## src/rtl/boot_loader.sv

```systemverilog
// boot_loader: streams a program image into instruction memory over a
// byte valid/ready link, then releases the core and supervises its traps.
// Ports: clk, rst_n (sync, active-low); in_valid/in_data/in_ready byte
// stream; mem_we/mem_waddr/mem_wdata word write port; core_rst to the
// core; exception_in from the core; reload/rerun control pulses;
// running, exc_code, err (01 too large, 10 checksum), trap_count.
// Option: BOOT_LOADER_CHECKSUM_EN adds a trailing XOR checksum byte.
module boot_loader #(
  parameter int ADDR_WIDTH = 10
) (
  input  logic                  clk,
  input  logic                  rst_n,
  input  logic                  in_valid,
  input  logic [7:0]            in_data,
  output logic                  in_ready,
  output logic                  mem_we,
  output logic [ADDR_WIDTH-1:0] mem_waddr,
  output logic [31:0]           mem_wdata,
  output logic                  core_rst,
  input  logic [6:0]            exception_in,
  input  logic                  reload,
  input  logic                  rerun,
  output logic                  running,
  output logic [6:0]            exc_code,
  output logic [1:0]            err,
  output logic [7:0]            trap_count
);

  typedef enum logic [2:0] {
    HDR   = 3'd0,
    DATA  = 3'd1,
`ifdef BOOT_LOADER_CHECKSUM_EN
    CSUM  = 3'd2,
`endif
    RUN   = 3'd3,
    FAULT = 3'd4
  } state_t;

`ifdef BOOT_LOADER_CHECKSUM_EN
  localparam state_t LOAD_DONE = CSUM;
`else
  localparam state_t LOAD_DONE = RUN;
`endif

  localparam logic [32:0] CAP = 33'd1 << ADDR_WIDTH;

  state_t state, state_n;

  logic [1:0]            bcnt;
  logic [ADDR_WIDTH-1:0] widx;
  logic [ADDR_WIDTH-1:0] last_idx;
  logic [23:0]           sh;
`ifdef BOOT_LOADER_CHECKSUM_EN
  logic [7:0]            acc;
`endif

  logic        take;
  logic        last_byte;
  logic [31:0] word;
  logic        clr;
  logic        wr;
  logic        hdr_ld;
  logic        trap;
  logic        load_n;
  logic [1:0]  err_n;

  always_comb begin
    state_n   = state;
    clr       = 1'b0;
    wr        = 1'b0;
    hdr_ld    = 1'b0;
    trap      = 1'b0;
    err_n     = err;
    take      = in_valid & in_ready;
    last_byte = take && (bcnt == 2'd3);
    // Earlier bytes sit in sh; the current byte completes the word.
    word      = {in_data, sh};
    unique case (state)
      HDR: begin
        if (last_byte) begin
          hdr_ld = 1'b1;
          if ({1'b0, word} > CAP) begin
            err_n   = 2'b01;
            state_n = FAULT;
          end else if (word == 32'd0) begin
            state_n = LOAD_DONE;
          end else begin
            state_n = DATA;
          end
        end
      end
      DATA: begin
        if (last_byte) begin
          wr = 1'b1;
          if (widx == last_idx) state_n = LOAD_DONE;
        end
      end
`ifdef BOOT_LOADER_CHECKSUM_EN
      CSUM: begin
        if (take) begin
          if (in_data == acc) begin
            state_n = RUN;
          end else begin
            err_n   = 2'b10;
            state_n = FAULT;
          end
        end
      end
`endif
      RUN: begin
        if (exception_in != 7'd0) begin
          trap    = 1'b1;
          state_n = FAULT;
        end
      end
      FAULT: begin
        if (rerun && (err == 2'b00)) state_n = RUN;
      end
      default: state_n = HDR;
    endcase
    // reload overrides everything, from any state
    if (reload) begin
      state_n = HDR;
      clr     = 1'b1;
      wr      = 1'b0;
      hdr_ld  = 1'b0;
      trap    = 1'b0;
      err_n   = 2'b00;
    end
    load_n = (state_n != RUN) && (state_n != FAULT);
  end

  always_ff @(posedge clk) begin
    if (!rst_n) begin
      state      <= HDR;
      bcnt       <= 2'd0;
      widx       <= '0;
      last_idx   <= '0;
      sh         <= 24'd0;
`ifdef BOOT_LOADER_CHECKSUM_EN
      acc        <= 8'd0;
`endif
      in_ready   <= 1'b0;
      mem_we     <= 1'b0;
      mem_waddr  <= '0;
      mem_wdata  <= 32'd0;
      core_rst   <= 1'b1;
      running    <= 1'b0;
      exc_code   <= 7'd0;
      err        <= 2'b00;
      trap_count <= 8'd0;
    end else begin
      state    <= state_n;
      in_ready <= load_n;
      core_rst <= (state_n != RUN);
      running  <= (state_n == RUN);
      err      <= err_n;
      mem_we   <= wr;
      if (clr) begin
        bcnt <= 2'd0;
        widx <= '0;
`ifdef BOOT_LOADER_CHECKSUM_EN
        acc  <= 8'd0;
`endif
      end else begin
        if (take) begin
          bcnt <= bcnt + 2'd1;
          sh   <= {in_data, sh[23:8]};
`ifdef BOOT_LOADER_CHECKSUM_EN
          if (state == DATA) acc <= acc ^ in_data;
`endif
        end
        if (wr) begin
          mem_waddr <= widx;
          mem_wdata <= word;
          widx      <= widx + ADDR_WIDTH'(1);
        end
      end
      // N is already bounded to 1..2**ADDR_WIDTH when it is used
      if (hdr_ld) last_idx <= word[ADDR_WIDTH-1:0] - ADDR_WIDTH'(1);
      if (trap) begin
        exc_code <= exception_in;
        if (trap_count != 8'hFF) trap_count <= trap_count + 8'd1;
      end
    end
  end

endmodule

```

## config.mk

```make
export PLATFORM = sky130hd
export DESIGN_NAME = boot_loader
export DESIGN_NICKNAME = d
export VERILOG_FILES = /design/src/rtl/boot_loader.sv
export SDC_FILE = /design/constraint.sdc
export NUM_CORES = 1
export LEC_CHECK = 0
export BUFFER_PORTS_ARGS = -buffer_cell sky130_fd_sc_hd__buf_2
export CAP_MARGIN = 20
export CORE_MARGIN = 3
export CORE_UTILIZATION = 55
export DETAILED_ROUTE_END_ITERATION = 10
export GPL_TIMING_DRIVEN = 0
export PLACE_DENSITY = 0.86
export SYNTH_ARGS = -nofsm -noshare
export SYNTH_HDL_FRONTEND = slang
export SYNTH_SLANG_ARGS = --single-unit
```

## constraint.sdc

```tcl
create_clock -name clk -period 1.79 [get_ports clk]
set_input_delay 0.2685 -clock clk [delete_from_list [all_inputs] [get_ports clk]]
set_output_delay 0.2685 -clock clk [all_outputs]
set_load 0.02 [all_outputs]
```

==> impl_results.html, run 1 <==
<table>
<tr><th>Metric</th><th>Value</th></tr>
<tr><th colspan="2">Detailed routing</th></tr>
<tr><td>Length of the first detailed-routing pass in iterations</td><td>4</td></tr>
<tr><td>Detail-routed via count per cell</td><td>5.60</td></tr>
<tr><td>Initial detailed-routing violation count</td><td>270</td></tr>
<tr><td>Number of remaining DRC errors</td><td>0</td></tr>
<tr><td>Per-cell routed wire length</td><td>15.4 um</td></tr>
<tr><td>Antenna-violating nets left</td><td>0</td></tr>
<tr><td>Post-detailed-routing wire length</td><td>11,700 um</td></tr>
<tr><td>Via Count</td><td>4,250</td></tr>
<tr><th colspan="2">Timing</th></tr>
<tr><td>Worst relative slew slack</td><td>53.1%</td></tr>
<tr><td>Fin crit period</td><td>1.83 ns</td></tr>
<tr><td>Worst clock skew on the final layout</td><td>0.00812 ns</td></tr>
<tr><td>Final setup fails</td><td>5</td></tr>
<tr><td>Max Slew Vio Count</td><td>0</td></tr>
<tr><td>Slew at the pin closest to its max-slew limit</td><td>0.699 ns</td></tr>
<tr><td>Share of the clock period used by the worst path</td><td>102%</td></tr>
<tr><td>Setup repair after global routing missed its margin</td><td>true</td></tr>
<tr><td>Total Neg Setup Slack</td><td>-0.127 ns</td></tr>
<tr><td>Worst path setup slack after routing</td><td>-0.0363 ns</td></tr>
<tr><td>Highest Clock Rate</td><td>548 MHz</td></tr>
<tr><td>Count of final hold-check violations</td><td>0</td></tr>
<tr><th colspan="2">Power and ir drop</th></tr>
<tr><td>Logic gate share of total power</td><td>4.1%</td></tr>
<tr><td>Design internal power</td><td>3.23 mW</td></tr>
<tr><td>Switching power summed over all nets</td><td>0.998 mW</td></tr>
<tr><td>VDD IR-drop max</td><td>0.000500 V</td></tr>
<tr><td>Total power density per cell area</td><td>767 mW/mm^2</td></tr>
<tr><td>Leakage power of the design</td><td>2.12 nW</td></tr>
<tr><td>Sw Share</td><td>23.6%</td></tr>
<tr><td>Part of the total power dissipated in sequential elements</td><td>58.9%</td></tr>
<tr><td>Final total power</td><td>4.23 mW</td></tr>
<tr><td>Relative contribution of the clock network to total power</td><td>36.9%</td></tr>
<tr><th colspan="2">Die</th></tr>
<tr><td>Count of standard-cell rows</td><td>32</td></tr>
<tr><td>IO Pins</td><td>83</td></tr>
<tr><td>Starting density of the core</td><td>57.2%</td></tr>
<tr><td>Floorplan Core Area</td><td>0.00781 sq mm</td></tr>
<tr><td>Die ar.</td><td>0.00924 sq mm</td></tr>
<tr><td>Chip width</td><td>96.1 um</td></tr>
<tr><td>Die Y-Extent</td><td>96.1 um</td></tr>
<tr><th colspan="2">Synthesis</th></tr>
<tr><td>Synthesized instance count</td><td>549</td></tr>
<tr><td>Seq/Total Area, Yosys</td><td>49.7%</td></tr>
<tr><td>Ranking of synthesized cells by instance count</td><td>nand2_1, dfxtp_1, a21oi_1</td></tr>
<tr><td>FF+latch count, synth</td><td>111</td></tr>
<tr><td>Most instantiated library cell after synthesis</td><td>nand2_1</td></tr>
<tr><td>Most area-hungry cell type in the Yosys netlist</td><td>dfxtp_1</td></tr>
<tr><td>Avg Cell Area, Syn</td><td>8.14 sq um</td></tr>
<tr><td>Async set-or-reset flop fraction in the synthesized netlist</td><td>0%</td></tr>
<tr><td>Cell variety after synth</td><td>41</td></tr>
<tr><td>Cell area after synthesis</td><td>0.00447 sq mm</td></tr>
<tr><td>Dominant register cell in the synthesized netlist</td><td>dfxtp_1</td></tr>
<tr><td>Post-synth EDFFs</td><td>0</td></tr>
<tr><td>Synthesis warning total</td><td>0</td></tr>
<tr><td>Top-area cell type share of the netlist area</td><td>49.7%</td></tr>
<tr><td>Top post-synthesis cells by area</td><td>dfxtp_1, nand2_1, a21oi_1</td></tr>
<tr><td>Total nets after synthesis</td><td>574</td></tr>
<tr><th colspan="2">CTS</th></tr>
<tr><td>Clock transition at path regs</td><td>0.11 ns</td></tr>
<tr><td>Hold buffer count at CTS</td><td>0</td></tr>
<tr><td>Clock net sink count</td><td>111</td></tr>
<tr><td>Number of buffers created by CTS</td><td>9</td></tr>
<tr><td>Library cell used as clock root buffer</td><td>clkbuf_8</td></tr>
<tr><td>Clk buf depth</td><td>2</td></tr>
<tr><td>TritonCTS clock tree</td><td>done</td></tr>
<tr><td>H-tree Lvls</td><td>3</td></tr>
<tr><td>Clock network latency to the later pin of the worst-skew pair</td><td>0.37 ns</td></tr>
<tr><th colspan="2">Place</th></tr>
<tr><td># placed instances</td><td>731</td></tr>
<tr><td>Routability congestion estimate from global placement</td><td>0.880</td></tr>
<tr><td>Count of input and output buffers</td><td>80</td></tr>
<tr><td>Post-DP HPWL</td><td>7790 um</td></tr>
<tr><th colspan="2">Critical path</th></tr>
<tr><td>Required time at the worst-slack endpoint</td><td>2.05 ns</td></tr>
<tr><td>Type of origin of the critical path</td><td>flip-flop</td></tr>
<tr><td>Reg2Reg Capture Point</td><td>core_rst</td></tr>
<tr><td>Cell family with most CP delay</td><td>simple AND/OR/NAND/NOR gates</td></tr>
<tr><td>Largest fanout on the critical path</td><td>4</td></tr>
<tr><td>Reg2reg path depth</td><td>5</td></tr>
<tr><td>Critical path start-end classification</td><td>flip-flop to flip-flop</td></tr>
<tr><td>Worst r2r src</td><td>widx[8]</td></tr>
<tr><td>Ordered list of cells on the worst path</td><td>xor2_1 &gt; or4_1 &gt; nor4_2 &gt; or3_4 &gt; nand3_1</td></tr>
<tr><td>Worst-case register-to-register setup slack</td><td>-0.04 ns</td></tr>
<tr><td>Slowest stage cell on the critical path</td><td>or4_1</td></tr>
<tr><td>Largest stage delay, worst path</td><td>0.57 ns</td></tr>
<tr><td>Critical path arrival</td><td>2.08 ns</td></tr>
<tr><td>Critical path endpoint category</td><td>flip-flop</td></tr>
<tr><td>Critical path depth in cells</td><td>5</td></tr>
<tr><td>WP buf/inv</td><td>0</td></tr>
<tr><th colspan="2">Layout</th></tr>
<tr><td>Nets</td><td>677</td></tr>
<tr><td>Post-layout instance count excluding filler cells</td><td>759</td></tr>
<tr><td>Area growth syn-to-layout</td><td>23.4%</td></tr>
<tr><td>Number of fill cells</td><td>615</td></tr>
<tr><td>Number of diodes added for antenna fixing</td><td>0</td></tr>
<tr><td>Layout cell share with drive strength beyond 1</td><td>24.2%</td></tr>
<tr><th colspan="2">Run status</th></tr>
<tr><td>Outcome</td><td>finished, violations left</td></tr>
<tr><td>Violations in the final reports</td><td>setup timing</td></tr>
<tr><th colspan="2">GRT</th></tr>
<tr><td>Number of antenna violations at the first check in global routing</td><td>0</td></tr>
<tr><td>Largest net degree at the start of global routing</td><td>19</td></tr>
<tr><td>Total global routing track utilization</td><td>23.7%</td></tr>
<tr><td>First-pass GRT wire length</td><td>17,300 um</td></tr>
<tr><td>Via count of the first global-routing pass</td><td>3,748</td></tr>
<tr><td>Global-route congestion overflow total</td><td>0</td></tr>
<tr><th colspan="2">Worst hold path</th></tr>
<tr><td>Hold_sp</td><td>rst_n</td></tr>
<tr><td>Path class of the lowest-slack min-delay path</td><td>primary input to flip-flop</td></tr>
<tr><td>Endpoint with the worst hold slack</td><td>core_rst</td></tr>
<tr><td>Hold Path Depth</td><td>2</td></tr>
<tr><th colspan="2">Run</th></tr>
<tr><td>Reported max-cap violation count</td><td>0</td></tr>
</table>
[state kept, by name, summed over array words and instances, names as in the netlist]
register / count
mem_wdata: 32
state: 3
mem_waddr: 10
sh: 24
bcnt: 2
err: 1
widx: 10
core_rst: 1
last_idx: 10
mem_we: 1
running: 1
exc_code: 7
in_ready: 1
trap_count: 8
[area by class of cell]
cell class	instances	area (sq um)	share of cell area (%)
plain buffers	32	155	2.81
clock buffers	11	141	2.56
clock inverters	5	66.3	1.20
inverters	7	26.3	0.476
multi-input cells	398	2250	40.8
flip-flops and latches	111	2230	40.5
well taps	102	128	2.31
repair buffers	93	518	9.39
[through the flow]
step	instance area, sq um	hold slack [ns]	utilization, %	setup WS [ns]
global route	5520	0.114	70.7	-0.0640
finish	5520	0.114	70.7	-0.0363
detailed placement	5000	0.445	64.0	-0.215
floorplan	4470	0.340	-	0.103
global placement	5000	0.441	64.0	-0.154
CTS	5280	0.111	67.6	-0.0386
[worst register-to-register path: cells and delay by family (launching register included)]
family | cells | cell delay (ns)
xor+xnor | 1 | 0.11
flops | 1 | 0.43
simple gates | 4 | 1.17
[placed cells by master, fill, tap and decap left out, drive strengths merged]
cell and instances:
inv 8, or4 3, clkinv 2, and3 2
nand3b 2, nor4bb 1, or3 2, mux2i 1
xnor2 18, nand2 159, xor2 14, nor3 4
nor2b 3, buf 100, o21ai 2, nor3b 4
a21oi 81, dfxtp 111, nor4b 1, o22ai 1
nor2 36, nand4b 1, nand3 12, nand2b 2
ha 5, clkinvlp 1, bufinv 1, a31oi 1
nor4 14, clkbuf 36, nand4bb 1, a211oi 9
and2 1, nand4 10, o31ai 4, a311oi 2
a211o 1, conb 1
[kinds of logic after synthesis]
group	count (synthesis)	synth area share, %
and+or+nand+nor	258	26.0
xor gates and xnor gates	32	6.27
AOI/OAI and AO/OA	101	12.5
adders and majority gates	5	1.40
other	1	0.0839
buffers and inverters	40	3.81
DFF	111	49.7
muxes	1	0.224
[power groups by stage]
stage	clock network (mW)	logic, mW	registers, mW
global placement	0	0.150	2.55
finish	1.56	0.175	2.49
detailed placement	0	0.154	2.55
floorplan	0	0.0882	2.55
CTS	1.58	0.157	2.49
global route	1.67	0.191	2.50
[metal layers]
| layer | routed length [um] | track usage, % |
|---|---|---|
| met5 | 0 | 0 |
| met4 | 269 | 7.94 |
| met3 | 539 | 4.46 |
| met2 | 5900 | 40.0 |
| met1 | 5000 | 30.2 |
[worst max-delay path by stage]
stage              endpoint      from  slack (ns)
2_1_floorplan      core_rst  in_ready        0.10
4_1_cts        mem_wdata[8]  in_ready       -0.04
6_report           core_rst   widx[8]       -0.04
5_1_grt            core_rst   widx[8]       -0.06
3_5_place_dp   mem_waddr[8]    reload       -0.21
3_3_place_gp   mem_wdata[4]    reload       -0.15
[repair_timing]
action,CTS,global route
setup endpoints to repair,51,65
cloned,0,0
pin swaps,2,18
setup buffers,3,10
resized for setup,11,39
Power figures use the tool's default switching activity.
==> run 2, diff against run 1 <==
--- a/config.mk
+++ b/config.mk
@@ -7,11 +7,14 @@
 export LEC_CHECK = 0
 export BUFFER_PORTS_ARGS = -buffer_cell sky130_fd_sc_hd__buf_2
 export CAP_MARGIN = 20
+export CORE_ASPECT_RATIO = 0.9
 export CORE_MARGIN = 3
 export CORE_UTILIZATION = 55
 export DETAILED_ROUTE_END_ITERATION = 10
+export GPL_ROUTABILITY_DRIVEN = 0
 export GPL_TIMING_DRIVEN = 0
 export PLACE_DENSITY = 0.86
+export SKIP_LAST_GASP = 1
 export SYNTH_ARGS = -nofsm -noshare
 export SYNTH_HDL_FRONTEND = slang
 export SYNTH_SLANG_ARGS = --single-unit
==> impl_results.html, run 2 (same netlist as run 1, synthesis figures left out) <==
<table>
<tr><th>Metric</th><th>Value</th></tr>
<tr><th colspan="2">Detailed routing</th></tr>
<tr><td>Per-cell routed wire length</td><td>15.5 um</td></tr>
<tr><td>Initial detailed-routing violation count</td><td>251</td></tr>
<tr><td>Via Count</td><td>4,197</td></tr>
<tr><td>Length of the first detailed-routing pass in iterations</td><td>5</td></tr>
<tr><td>Detail-routed via count per cell</td><td>5.60</td></tr>
<tr><td>Post-detailed-routing wire length</td><td>11,600 um</td></tr>
<tr><td>Antenna-violating nets left</td><td>0</td></tr>
<tr><td>Number of remaining DRC errors</td><td>0</td></tr>
<tr><th colspan="2">Place</th></tr>
<tr><td>Worst slack, placed</td><td>-0.220 ns</td></tr>
<tr><td>Count of input and output buffers</td><td>80</td></tr>
<tr><td>Placed cell area</td><td>0.00499 sq mm</td></tr>
<tr><td>Post-DP HPWL</td><td>8000 um</td></tr>
<tr><td># placed instances</td><td>725</td></tr>
<tr><th colspan="2">Die</th></tr>
<tr><td>IO Pins</td><td>83</td></tr>
<tr><td>Chip width</td><td>101 um</td></tr>
<tr><td>Die Y-Extent</td><td>91.5 um</td></tr>
<tr><td>Count of standard-cell rows</td><td>30</td></tr>
<tr><td>Die ar.</td><td>0.00925 sq mm</td></tr>
<tr><td>Starting density of the core</td><td>57.8%</td></tr>
<tr><td>Floorplan Core Area</td><td>0.00773 sq mm</td></tr>
<tr><th colspan="2">CTS</th></tr>
<tr><td>Hold buffer count at CTS</td><td>0</td></tr>
<tr><td>H-tree Lvls</td><td>3</td></tr>
<tr><td>Number of buffers created by CTS</td><td>9</td></tr>
<tr><td>Clk buf depth</td><td>2</td></tr>
<tr><td>Clock net sink count</td><td>111</td></tr>
<tr><td>TritonCTS clock tree</td><td>done</td></tr>
<tr><td>Library cell used as clock root buffer</td><td>clkbuf_8</td></tr>
<tr><td>Clock network latency to the later pin of the worst-skew pair</td><td>0.37 ns</td></tr>
<tr><td>Clock transition at path regs</td><td>0.09 ns</td></tr>
<tr><th colspan="2">Critical path</th></tr>
<tr><td>Launching element of the worst setup path</td><td>bcnt[0]</td></tr>
<tr><td>Worst r2r src</td><td>bcnt[0]</td></tr>
<tr><td>Largest fanout on the critical path</td><td>5</td></tr>
<tr><td>Required time at the worst-slack endpoint</td><td>2.07 ns</td></tr>
<tr><td>Largest stage delay, worst path</td><td>0.54 ns</td></tr>
<tr><td>Critical path start-end classification</td><td>flip-flop to flip-flop</td></tr>
<tr><td>Reg2Reg Capture Point</td><td>last_idx[1]</td></tr>
<tr><td>Critical path endpoint category</td><td>flip-flop</td></tr>
<tr><td>Last element of the critical path</td><td>last_idx[1]</td></tr>
<tr><td>Reg2reg path depth</td><td>7</td></tr>
<tr><td>Type of origin of the critical path</td><td>flip-flop</td></tr>
<tr><td>Critical path arrival</td><td>2.11 ns</td></tr>
<tr><td>Slowest stage cell on the critical path</td><td>or4_4</td></tr>
<tr><td>Ordered list of cells on the worst path</td><td>ha_4 &gt; nand2b_4 &gt; or4_4 &gt; nor2_8 &gt; buf_6 &gt; nor2_1 &gt; a211oi_1</td></tr>
<tr><td>Worst-case register-to-register setup slack</td><td>-0.04 ns</td></tr>
<tr><th colspan="2">Worst hold path</th></tr>
<tr><td>Path class of the lowest-slack min-delay path</td><td>primary input to flip-flop</td></tr>
<tr><td>Hold Path Depth</td><td>2</td></tr>
<tr><th colspan="2">GRT</th></tr>
<tr><td>Global-route congestion overflow total</td><td>0</td></tr>
<tr><td>First-pass GRT wire length</td><td>18,100 um</td></tr>
<tr><td>Largest net degree at the start of global routing</td><td>17</td></tr>
<tr><td>Total global routing track utilization</td><td>24.5%</td></tr>
<tr><td>Number of antenna violations at the first check in global routing</td><td>0</td></tr>
<tr><td>Via count of the first global-routing pass</td><td>3,949</td></tr>
<tr><th colspan="2">Timing</th></tr>
<tr><td>Share of the clock period used by the worst path</td><td>102%</td></tr>
<tr><td>Count of final hold-check violations</td><td>0</td></tr>
<tr><td>Worst clock skew on the final layout</td><td>0.0129 ns</td></tr>
<tr><td>Max Slew Vio Count</td><td>0</td></tr>
<tr><td>Setup repair after global routing missed its margin</td><td>true</td></tr>
<tr><td>Fin Hold WS</td><td>0.112 ns</td></tr>
<tr><td>Fin crit period</td><td>1.83 ns</td></tr>
<tr><td>Worst relative slew slack</td><td>56.2%</td></tr>
<tr><td>Final setup fails</td><td>1</td></tr>
<tr><td>Highest Clock Rate</td><td>546 MHz</td></tr>
<tr><td>Worst path setup slack after routing</td><td>-0.0405 ns</td></tr>
<tr><td>Slew at the pin closest to its max-slew limit</td><td>0.652 ns</td></tr>
<tr><th colspan="2">Layout</th></tr>
<tr><td>Finished layout cell area</td><td>0.00542 sq mm</td></tr>
<tr><td>Most common library cell in the layout ignoring fill and taps</td><td>nand2_1</td></tr>
<tr><td>Post-layout instance count excluding filler cells</td><td>750</td></tr>
<tr><td>Number of fill cells</td><td>615</td></tr>
<tr><td>Reg with most FFs</td><td>mem_wdata</td></tr>
<tr><td>Layout cell share with drive strength beyond 1</td><td>22.3%</td></tr>
<tr><td>Max reg flops</td><td>32</td></tr>
<tr><td>Number of diodes added for antenna fixing</td><td>0</td></tr>
<tr><td>Area growth syn-to-layout</td><td>21.3%</td></tr>
<tr><td>Utilization after layout</td><td>70.1%</td></tr>
<tr><td>Highest-count cells in the layout ignoring fill and taps</td><td>nand2_1, dfxtp_1, buf_2</td></tr>
<tr><td>Nets</td><td>675</td></tr>
<tr><td>Registers with the highest flip-flop counts</td><td>mem_wdata: 32 flops, sh: 24 flops</td></tr>
<tr><th colspan="2">Power and ir drop</th></tr>
<tr><td>Leakage power of the design</td><td>2.10 nW</td></tr>
<tr><td>VDD IR-drop max</td><td>0.000452 V</td></tr>
<tr><td>Total power density per cell area</td><td>767 mW/mm^2</td></tr>
<tr><th colspan="2">Run status</th></tr>
<tr><td>Outcome</td><td>finished, violations left</td></tr>
<tr><td>Violations in the final reports</td><td>setup timing</td></tr>
<tr><th colspan="2">Run</th></tr>
<tr><td>Reported max-cap violation count</td><td>0</td></tr>
</table>
[run 2: routing by layer]
metal  up-vias  wire (um)  track usage (%)
li1       2045          -                -
met1      1966       4770             30.9
met2       151       5810             40.1
met3        35        688             4.76
met4         0        321             11.6
met5         -          0                0
[run 2: how the worst min path moves through the flow]
stage,from,end
4_1_cts,rst_n,core_rst
3_5_place_dp,mem_wdata[0],mem_wdata[0]
5_1_grt,rst_n,core_rst
2_1_floorplan,rst_n,core_rst
3_3_place_gp,mem_waddr[2],mem_waddr[2]
6_report,rst_n,core_rst
[run 2: worst max-delay path: cells and delay by family (launching register included)]
family          cells  cell delay, ns
simple gates        4            0.81
flops               1            0.37
compound gates      1            0.25
fa+ha+maj           1            0.17
buf+inv             1            0.14
[run 2: power by group]
part	switching, mW	leakage (nW)	internal [mW]
sequential	0.0138	0.897	2.48
combinational	0.121	1.11	0.0493
clock	0.809	0.0941	0.687
total	0.943	2.10	3.22
[run 2: stage by stage]
stage | total power [mW] | setup TNS (ns)
after floorplan | 2.64 | 0
after global placement | 2.70 | -5.99
after detailed placement | 2.71 | -8.36
after CTS | 4.16 | 0
after global routing | 4.30 | -0.703
final | 4.16 | -0.0405
[run 2: cell type report]
type | instances | area, sq um | share of cell area [%]
multi-input combinational | 398 | 2190 | 40.5
clock buffer | 13 | 149 | 2.75
sequential | 111 | 2230 | 41.1
inverter | 7 | 26.3 | 0.485
clock inverter | 2 | 38.8 | 0.715
timing repair buffer | 91 | 507 | 9.35
tap | 96 | 120 | 2.22
buffer | 32 | 158 | 2.91
[run 2: what timing repair did]
item                                    in CTS  in global routing
pin swaps                                    3                 12
gates resized for setup                     10                 31
buffers inserted                             3                  8
endpoints found under the setup margin      46                 66
==> run 3, diff against run 2 <==
--- a/config.mk
+++ b/config.mk
@@ -5,6 +5,7 @@
 export SDC_FILE = /design/constraint.sdc
 export NUM_CORES = 1
 export LEC_CHECK = 0
+export ABC_AREA = 1
 export BUFFER_PORTS_ARGS = -buffer_cell sky130_fd_sc_hd__buf_2
 export CAP_MARGIN = 20
 export CORE_ASPECT_RATIO = 0.9
==> impl_results.html, run 3 <==
<table>
<tr><th>Metric</th><th>Value</th></tr>
<tr><th colspan="2">Synthesis</th></tr>
<tr><td>Ranking of synthesized cells by instance count</td><td>nor2_1, dfxtp_1, o21ai_0</td></tr>
<tr><td>Dominant register cell in the synthesized netlist</td><td>dfxtp_1</td></tr>
<tr><td>Top-area cell type share of the netlist area</td><td>48.1%</td></tr>
<tr><td>FF+latch count, synth</td><td>111</td></tr>
<tr><td>Total nets after synthesis</td><td>648</td></tr>
<tr><td>Seq/Total Area, Yosys</td><td>48.1%</td></tr>
<tr><td>Synthesized instance count</td><td>623</td></tr>
<tr><td>Cell variety after synth</td><td>34</td></tr>
<tr><td>Post-synth EDFFs</td><td>0</td></tr>
<tr><td>Synthesis warning total</td><td>0</td></tr>
<tr><td>Most area-hungry cell type in the Yosys netlist</td><td>dfxtp_1</td></tr>
<tr><td>Most instantiated library cell after synthesis</td><td>nor2_1</td></tr>
<tr><td>Async set-or-reset flop fraction in the synthesized netlist</td><td>0%</td></tr>
<tr><td>Top post-synthesis cells by area</td><td>dfxtp_1, o21ai_0, nor2_1</td></tr>
<tr><td>Cell area after synthesis</td><td>0.00462 sq mm</td></tr>
<tr><td>Avg Cell Area, Syn</td><td>7.42 sq um</td></tr>
<tr><th colspan="2">Die</th></tr>
<tr><td>Starting density of the core</td><td>57.0%</td></tr>
<tr><td>Floorplan Core Area</td><td>0.00811 sq mm</td></tr>
<tr><td>Chip width</td><td>103 um</td></tr>
<tr><td>Die ar.</td><td>0.00954 sq mm</td></tr>
<tr><td>Count of standard-cell rows</td><td>31</td></tr>
<tr><td>Die Y-Extent</td><td>93.0 um</td></tr>
<tr><td>IO Pins</td><td>83</td></tr>
<tr><th colspan="2">Critical path</th></tr>
<tr><td>Cell family with most CP delay</td><td>simple AND/OR/NAND/NOR gates</td></tr>
<tr><td>Slowest stage cell on the critical path</td><td>dfxtp_1</td></tr>
<tr><td>Ordered list of cells on the worst path</td><td>ha_1 &gt; nand2_1 &gt; nor3_4 &gt; nand3_4 &gt; nand2_4 &gt; nand2_1 &gt; a21oi_1</td></tr>
<tr><td>Critical path arrival</td><td>2.00 ns</td></tr>
<tr><td>Largest stage delay, worst path</td><td>0.40 ns</td></tr>
<tr><td>Required time at the worst-slack endpoint</td><td>2.10 ns</td></tr>
<tr><td>Critical path endpoint category</td><td>flip-flop</td></tr>
<tr><td>WP buf/inv</td><td>0</td></tr>
<tr><td>Largest fanout on the critical path</td><td>9</td></tr>
<tr><td>Type of origin of the critical path</td><td>flip-flop</td></tr>
<tr><td>Cell with the most instances on the worst path</td><td>nand2_1</td></tr>
<tr><td>Critical path start-end classification</td><td>flip-flop to flip-flop</td></tr>
<tr><th colspan="2">CTS</th></tr>
<tr><td>Clk buf depth</td><td>2</td></tr>
<tr><td>Library cell used as clock root buffer</td><td>clkbuf_8</td></tr>
<tr><td>Number of buffers created by CTS</td><td>9</td></tr>
<tr><td>H-tree Lvls</td><td>3</td></tr>
<tr><td>Count of buffers added by post-CTS timing repair for setup</td><td>0</td></tr>
<tr><td>Clock network latency to the later pin of the worst-skew pair</td><td>0.38 ns</td></tr>
<tr><td>Clock transition at path regs</td><td>0.10 ns</td></tr>
<tr><td>TritonCTS clock tree</td><td>done</td></tr>
<tr><td>Clock net sink count</td><td>111</td></tr>
<tr><th colspan="2">Timing</th></tr>
<tr><td>Slew at the pin closest to its max-slew limit</td><td>0.627 ns</td></tr>
<tr><td>Count of final hold-check violations</td><td>0</td></tr>
<tr><td>Worst clock skew on the final layout</td><td>0.0139 ns</td></tr>
<tr><td>Highest Clock Rate</td><td>591 MHz</td></tr>
<tr><td>Fin crit period</td><td>1.69 ns</td></tr>
<tr><td>Worst relative slew slack</td><td>58.2%</td></tr>
<tr><td>Final setup fails</td><td>0</td></tr>
<tr><td>Max Slew Vio Count</td><td>0</td></tr>
<tr><td>Total Neg Setup Slack</td><td>0 ns</td></tr>
<tr><td>Share of the clock period used by the worst path</td><td>94.5%</td></tr>
<tr><th colspan="2">Detailed routing</th></tr>
<tr><td>Number of remaining DRC errors</td><td>0</td></tr>
<tr><td>Length of the first detailed-routing pass in iterations</td><td>5</td></tr>
<tr><td>Per-cell routed wire length</td><td>14.5 um</td></tr>
<tr><td>Detail-routed via count per cell</td><td>5.41</td></tr>
<tr><td>Antenna-violating nets left</td><td>0</td></tr>
<tr><td>Initial detailed-routing violation count</td><td>229</td></tr>
<tr><td>Post-detailed-routing wire length</td><td>11,800 um</td></tr>
<tr><td>Via Count</td><td>4,428</td></tr>
<tr><th colspan="2">GRT</th></tr>
<tr><td>Largest net degree at the start of global routing</td><td>19</td></tr>
<tr><td>Via count of the first global-routing pass</td><td>4,126</td></tr>
<tr><td>Global-route congestion overflow total</td><td>0</td></tr>
<tr><td>Total global routing track utilization</td><td>25.5%</td></tr>
<tr><td>First-pass GRT wire length</td><td>19,300 um</td></tr>
<tr><td>Number of antenna violations at the first check in global routing</td><td>0</td></tr>
<tr><th colspan="2">Power and ir drop</th></tr>
<tr><td>VDD IR-drop max</td><td>0.000602 V</td></tr>
<tr><td>Design internal power</td><td>3.39 mW</td></tr>
<tr><td>Total power density per cell area</td><td>823 mW/mm^2</td></tr>
<tr><td>Switching power summed over all nets</td><td>1.06 mW</td></tr>
<tr><td>Sw Share</td><td>23.9%</td></tr>
<tr><td>Leakage power of the design</td><td>2.41 nW</td></tr>
<tr><td>Part of the total power dissipated in sequential elements</td><td>56.8%</td></tr>
<tr><td>Logic gate share of total power</td><td>6.3%</td></tr>
<tr><td>Relative contribution of the clock network to total power</td><td>37.0%</td></tr>
<tr><th colspan="2">Layout</th></tr>
<tr><td>Number of diodes added for antenna fixing</td><td>0</td></tr>
<tr><td>Area growth syn-to-layout</td><td>17.0%</td></tr>
<tr><td>Reg with most FFs</td><td>mem_wdata</td></tr>
<tr><td>Most common library cell in the layout ignoring fill and taps</td><td>nor2_1</td></tr>
<tr><td>Highest-count cells in the layout ignoring fill and taps</td><td>nor2_1, dfxtp_1, buf_2, o21ai_0, nand2_1</td></tr>
<tr><td>Layout cell share with drive strength beyond 1</td><td>18.2%</td></tr>
<tr><td>Nets</td><td>740</td></tr>
<tr><td>Max reg flops</td><td>32</td></tr>
<tr><td>Registers with the highest flip-flop counts</td><td>mem_wdata: 32 flops, sh: 24 flops</td></tr>
<tr><td>Utilization after layout</td><td>66.7%</td></tr>
<tr><th colspan="2">Run status</th></tr>
<tr><td>Outcome</td><td>finished, final reports clean</td></tr>
<tr><th colspan="2">Place</th></tr>
<tr><td>Post-DP HPWL</td><td>8800 um</td></tr>
<tr><td>Count of input and output buffers</td><td>81</td></tr>
<tr><th colspan="2">Run</th></tr>
<tr><td>Reported max-cap violation count</td><td>0</td></tr>
<tr><th colspan="2">Worst hold path</th></tr>
<tr><td>Path class of the lowest-slack min-delay path</td><td>primary input to flip-flop</td></tr>
</table>
==> run 3: changes by cell type after synthesis, moves of 6 or more <==
cell / previous run / this run
a211oi_1: 8 / 2
xnor2_1: 18 / 6
clkbuf_1: 22 / 12
nor4_1: 12 / 0
nor2_1: 35 / 117
xor2_1: 14 / 5
a21oi_1: 81 / 66
nand2_1: 159 / 74
o21ai_0: 2 / 88
nor3_1: 4 / 12
inv_1: 7 / 62
==> run 3: layout make-up <==
| type | count | area (sq um) |
|---|---|---|
| inverters | 67 | 251 |
| well taps | 99 | 124 |
| plain buffers | 28 | 148 |
| clock buffers | 10 | 128 |
| multi-input cells | 417 | 2040 |
| clock inverters | 6 | 90.1 |
| repair buffers | 81 | 405 |
| flip-flops and latches | 111 | 2220 |
| fillers | 687 | 2700 |
==> run 3: worst reg2reg max path: cells and delay by family, from the launching register on <==
family	cells	cell delay, ns
and+or+nand+nor	5	0.82
DFF	1	0.40
adders and majority gates	1	0.24
AOI/OAI and AO/OA	1	0.17
==> run 3: cells by family after synthesis <==
group	share of synthesized area [%]
adders and majority gates	1.35
buffers and inverters	8.56
and+or+nand+nor	21.8
AOI/OAI and AO/OA	18.1
DFF	48.1
other	0.0812
xor gates and xnor gates	2.08
==> run 3: power groups by stage <==
| stage | sequential (mW) | combinational, mW | clock [mW] |
|---|---|---|---|
| 2_1_floorplan | 2.57 | 0.181 | 0 |
| 3_3_place_gp | 2.58 | 0.262 | 0 |
| 3_5_place_dp | 2.58 | 0.272 | 0 |
| 4_1_cts | 2.52 | 0.274 | 1.66 |
| 5_1_grt | 2.53 | 0.315 | 1.75 |
| 6_report | 2.53 | 0.279 | 1.65 |
==> run 3: per-layer routing <==
metal,track usage (%),vias up,part of all wire (%)
li1,-,2199,-
met1,32.5,2042,42
met2,42.0,167,49
met3,5.72,20,6.7
met4,8.96,0,2.0
met5,0,-,0
==> run 3: path summary, 6_finish.rpt <==
check | slack, ns | start | depth (start not counted) | end
hold reg to reg | 0.47 | mem_waddr[7] | 2 | mem_waddr[7]
setup reg to reg | 0.1 | trap_count[1] | 7 | trap_count[7]
setup / recovery | 0.1 | trap_count[1] | 7 | trap_count[7]
hold / removal | 0.13 | exception_in[5] | 3 | exc_code[5]
==> run 3: per-stage QoR <==
step / cells / total power [mW] / area [sq um] / hold slack (ns) / setup slack, ns
floorplan: 623 / 2.76 / 4620 / 0.403 / 0.224
global placement: 803 / 2.84 / 5150 / 0.428 / 0.165
detailed placement: 803 / 2.85 / 5150 / 0.424 / 0.0995
CTS: 819 / 4.46 / 5370 / 0.122 / 0.0653
global route: 819 / 4.59 / 5410 / 0.167 / -0.0174
finish: 819 / 4.45 / 5410 / 0.127 / 0.0986
==> run 3: timing repair <==
| action | CTS | global route |
|---|---|---|
| endpoints found under the setup margin | 0 | 46 |
| resized for setup | 0 | 10 |
| hold buffers | 0 | 0 |
